--- config.mk ---
export PLATFORM = sky130hd
export DESIGN_NAME = deserializer_ext
export DESIGN_NICKNAME = d
export VERILOG_FILES = /design/src/rtl/deserializer_ext.sv
export SDC_FILE = /design/constraint.sdc
export NUM_CORES = 1
export LEC_CHECK = 0
export ABC_AREA = 1
export BUFFER_PORTS_ARGS = -buffer_cell sky130_fd_sc_hd__buf_4
export CAP_MARGIN = 20
export CORE_ASPECT_RATIO = 1.25
export CORE_MARGIN = 2
export CORE_UTILIZATION = 45
export DETAILED_ROUTE_END_ITERATION = 12
export GPL_TIMING_DRIVEN = 0
export HOLD_SLACK_MARGIN = 0.08
export PLACE_DENSITY_LB_ADDON = 0.1
export SYNTH_ARGS = -nofsm -noshare
export SYNTH_HDL_FRONTEND = slang
export SYNTH_SLANG_ARGS = --single-unit
export TNS_END_PERCENT = 30
--- constraint.sdc ---
create_clock -name clk_i -period 2 [get_ports clk_i]
set_input_delay 0.1 -clock clk_i [delete_from_list [all_inputs] [get_ports clk_i]]
set_output_delay 0.1 -clock clk_i [all_outputs]
set_load 0.01 [all_outputs]
--- src/rtl/deserializer_ext.sv ---
// Narrow-beat to word deserializer with early termination and a
// valid/ready output stage whose backpressure reaches the input side.
module deserializer_ext #(
    parameter int DATA_W    = 16,
    parameter int IN_W      = 1,
    parameter bit MSB_FIRST = 1'b1
) (
    input  logic                             clk_i,
    input  logic                             srst_i,
    input  logic [IN_W-1:0]                  data_i,
    input  logic                             data_val_i,
    input  logic                             data_last_i,
    output logic                             data_ready_o,
    output logic [DATA_W-1:0]                deser_data_o,
    output logic                             deser_data_val_o,
    output logic [$clog2(DATA_W/IN_W+1)-1:0] deser_data_len_o,
    input  logic                             deser_data_ready_i
);

    localparam int BEATS = DATA_W / IN_W;
    localparam int CNT_W = $clog2(BEATS + 1);
    localparam logic [CNT_W-1:0] LAST_IDX = CNT_W'(BEATS - 1);

    if (DATA_W % IN_W != 0) begin : g_bad_width
        $error("deserializer_ext: DATA_W must be a multiple of IN_W");
    end

    logic [CNT_W-1:0]  cnt;
    logic              accept;
    logic              complete;
    logic              consume;
    logic [DATA_W-1:0] word_next;

    // A pending word blocks new beats unless it is being consumed this cycle.
    assign data_ready_o = !srst_i && (!deser_data_val_o || deser_data_ready_i);
    assign accept       = data_val_i && data_ready_o;
    assign complete     = accept && (data_last_i || cnt == LAST_IDX);
    assign consume      = deser_data_val_o && deser_data_ready_i;

    // Beat 0 starts from a cleared word so unwritten slots of short frames read 0.
    always_comb begin
        word_next = (cnt == '0) ? '0 : deser_data_o;
        for (int i = 0; i < BEATS; i++) begin
            if (cnt == CNT_W'(i)) begin
                if (MSB_FIRST) begin
                    word_next[DATA_W-1-i*IN_W -: IN_W] = data_i;
                end else begin
                    word_next[i*IN_W +: IN_W] = data_i;
                end
            end
        end
    end

    always_ff @(posedge clk_i) begin
        if (srst_i) begin
            cnt              <= '0;
            deser_data_o     <= '0;
            deser_data_val_o <= 1'b0;
            deser_data_len_o <= '0;
        end else begin
            if (accept) begin
                deser_data_o <= word_next;
                cnt          <= complete ? '0 : cnt + 1'b1;
            end
            if (complete) begin
                deser_data_val_o <= 1'b1;
                deser_data_len_o <= cnt + 1'b1;
            end else if (consume) begin
                deser_data_val_o <= 1'b0;
            end
        end
    end

endmodule
After elaboration in Yosys (flattened, before gate mapping)
Index checks and enable logic that the tools add are counted.

word-level totals
  output and inout port bits = 23
  logic and storage cells = 91
  input port bits = 6
  bits in registers = 27

cells by class
  reductions and logical operators = 37
  mux-type cells = 20
  add/subtract/negate cells = 1
  equal/unequal tests = 15

operator list
  kind                   number
  $eq A5 B4 Y1 const B   8
  $reduce_and A2 Y1      14
  $reduce_bool A2 Y1     14
  $eq A5 B3 Y1 const B   4
  $mux W1                17
  $mux W16               1
  $eq A5 B2 Y1 const B   2
  $add A5 B1 Y5 const B  1
  $eq A5 B1 Y1 const B   1
  $logic_not A5 Y1       1
  $mux W5                1
  $logic_and A1 B1 Y1    4
  $logic_not A1 Y1       2
  $logic_or A1 B1 Y1     2
  $mux W2                1

Longest topological paths before layout
  depth after elaboration = 6
  depth in mapped cells = 10
  mapped depth without buffers = 10

Worst setup path after synthesis
OpenSTA, ideal clock, no wires.

  kind = flip-flop to flip-flop
  start = register cnt[0]
  end = register cnt[3]
  path slack = 0.503 ns
  path buffers = 0
  data arrival time = 1.427 ns
  cell stages (with the launch flop) = 10
  required time = 1.930 ns
  cells stage by stage = dfxtp_1 > ha_1 > inv_1 > nor2_1 > ha_1 > nor2_1 > inv_1 > nor2_1 > nand2_1 > a21oi_1

between the ends
  word-level cells in the longest chain between the ends = 4

ends and longest elaborated chain
  item                                                   RTL line  source
  start, declared                                        28        logic [CNT_W-1:0] cnt;
  start signal, assigned                                 63        cnt <= complete ? '0 : cnt + 1'b1;
  branches (longest 3 deep; another with $add A5 B1 Y5)  -
  $mux W5 *                                              63

Every way passes the cells marked *.
A chain may end at the register's enable or synchronous reset.

Worst setup path after layout
  start = register cnt[0]
  end = register cnt[2]

The elaborated chain is that of the path after synthesis.

==> impl_metrics.json <==
{
  "wl_per_cell_um": 10.4,
  "crit_fanout": 6,
  "synth_seq_area_share_pct": 37.0,
  "synthMuxAreaShare_pct": 0,
  "track_usage_pct": 18.5,
  "drive_above_1_share_pct": 17.4,
  "synth.most_common_cell": "nand2_1",
  "syn_area_um2": 1460,
  "ant_nets": 0,
  "power_density_nw_per_um2": 585,
  "synthArstFlopShare_pct": 0,
  "min_from": "data_val_i",
  "synth.largest_area_cell": "dfxtp_1",
  "num-fill-cells": 332,
  "clock-sinks": 27,
  "cap_violations": 0,
  "avgSynthCellArea_um2": 6.40,
  "dr_total_vias": 1380,
  "clk_pin_slew_ns": 0.09,
  "ios": 29,
  "firstDrtPassIters": 4,
  "cts.path.max_buffers": 2,
  "cts-resized-gates": 0,
  "clk_latency_ns": 0.27,
  "required_ns": 2.21,
  "synth-compound-area-share_pct": 6.77,
  "r2r-end": "cnt[2]",
  "hold_viol_final": 0,
  "antenna_found_initial": 0,
  "setup_viol": 0,
  "yosys-top-cells-count": "70 x nand2_1, 54 x nor2_1, 27 x dfxtp_1, 24 x inv_1, 12 x a21oi_1",
  "final_util_pct": 55.5,
  "drt_iter0_drc": 28,
  "r2r_slack_ns": 0.25,
  "slew_viol_final": 0,
  "status": "complete, no violations",
  "io_buffers": 26,
  "cts_made_buffers": 3,
  "startpoint_type": "register",
  "synthAdderAreaFrac_pct": 4.28,
  "regArea_um2": 541,
  "arrival_ns": 1.96,
  "diodes": 0,
  "crit_path_end_kind": "register",
  "tns_ns": 0,
  "holdPathEnd": "deser_data_o[0]",
  "min_period_ns": 1.75,
  "max_freq_mhz": 572,
  "synth_edf_count": 0,
  "viasPerCell": 4.66,
  "ys.flop_type": "dfxtp_1",
  "postSynthRegisterBits": 27,
  "dp_hpwl_um": 2300,
  "htree_levels": 1,
  "place.gp.congestion": 0.788,
  "fp.dieH_um": 67.7,
  "synth_warnings": 0,
  "synth.area.top_cells": "dfxtp_1 37%, nand2_1 18%, nor2_1 14%, inv_1 6.2%, ha_1 4.3%",
  "reg2reg_from": "cnt[0]",
  "synthSimpleGateAreaFrac_pct": 40.5,
  "leakagePower_nw": 0.842,
  "postSynthCellCount": 228,
  "core_um2": 3170,
  "cts_tree": "built",
  "finClkSkew_ns": 0.00454,
  "holdPathStages": 4,
  "fin_nets": 271,
  "die-area_um2": 3720,
  "drc": 0,
  "die_w_um": 55.0,
  "holdCritPathClass": "primary input to register",
  "rows": 23,
  "syn2layout_area_growth_pct": 20.3,
  "synth_top_family_by_area": "simple AND/OR/NAND/NOR gates",
  "yosys.area.top_type_share_pct": 37.0,
  "rsz0062_at_grt": "no",
  "relSlewSlack_pct": 71.3,
  "ir_drop_mv": 0.467,
  "grt_max_degree": 15,
  "synthXorXnorAreaFrac_pct": 0.600,
  "grt_pass1_vias": 1162,
  "ff2ff_path_depth": 9,
  "initial_core_util_pct": 46.1,
  "tightestPinTransition_ns": 0.429,
  "drt-total-wl_um": 3090,
  "multi_input_area_um2": 762,
  "worstSetupPathType": "register to register",
  "gr-total-overflow": 0,
  "period_share_pct": 87.4,
  "synth_nets": 239,
  "ys_types": 22,
  "grt_pass1_wl_um": 5020,
  "cts_root_buf": "clkbuf_8"
}
-- registers in the layout (all words and copies together) (netlist names) --
register	count
deser_data_len_o	5
cnt	5
deser_data_o	16
deser_data_val_o	1
-- critical path, stage by stage, from the launching register on --
cell	delay, ns
dfxtp_1	0.37
ha_1	0.25
inv_1	0.09
nor2_1	0.05
ha_1	0.21
nor2_1	0.17
inv_1	0.09
nor2_1	0.25
nand2_1	0.09
a21oi_1	0.12
-- metrics by stage --
step	cells	setup slack [ns]	hold slack [ns]	area (um2)	total power, mW
after global routing	296	0.0123	0.200	1760	1.08
after global placement	291	0.295	0.320	1700	0.727
after floorplan	228	0.503	0.292	1460	0.675
final	296	0.252	0.155	1760	1.03
after detailed placement	291	0.284	0.321	1700	0.728
after CTS	296	0.257	0.159	1760	1.04
-- how the worst max path moves through the flow --
| stage | cells after the start | to | startpoint | slack (ns) |
|---|---|---|---|---|
| final | 9 | cnt[2] | cnt[0] | 0.25 |
| after CTS | 9 | cnt[2] | cnt[0] | 0.26 |
| after global placement | 9 | cnt[2] | cnt[0] | 0.29 |
| after floorplan | 9 | cnt[3] | cnt[0] | 0.50 |
| after detailed placement | 9 | cnt[2] | cnt[0] | 0.28 |
| after global routing | 9 | cnt[1] | cnt[0] | 0.01 |
-- cells in the final DEF, fill, tap and decap left out, types with 2 or more instances in the layout --
cell type  synthesis  final
nor2_1            54     54
inv_2              2      2
nand3_1            9      9
nand2_1           70     70
nor2_4             3      3
nor2_2             2      2
a21oi_1           12     12
ha_1               5      5
o21ai_0            5      5
dfxtp_1           27     27
buf_6              3      3
buf_2              3      3
clkbuf_8           0      3
buf_4              1     27
inv_1             24     24
-- kinds of logic after synthesis --
logic type      after synthesis
buf+inv                      34
flops                        27
compound gates               19
xor+xnor                      1
simple gates                142
fa+ha+maj                     5
-- area by class of cell --
cell class              instances  area share [%]
plain buffers                   7            3.21
clock buffers                   4            2.56
inverters                      27            5.77
multi-input cells             167            43.4
flip-flops and latches         27            30.8
well taps                      37            2.64
repair buffers                 27            11.7
-- routing by layer --
layer,GRT usage (%),vias to the layer above,wire length [um]
met5,0,-,0
li1,-,753,-
met3,2.65,4,103
met4,7.32,0,42
met2,30.1,25,1440
met1,24.0,598,1500
-- report_power, final --
part | switching, mW | total (mW) | internal [mW]
combinational | 0.0890 | 0.151 | 0.0621
clock | 0.168 | 0.311 | 0.143
sequential | 0.00974 | 0.565 | 0.555
-- timing repair --
action	CTS	global route
hold buffers	1	0
endpoints found under the hold margin	7	0
buffers inserted	0	0
No activity file was read; power rests on OpenSTA's default activity.
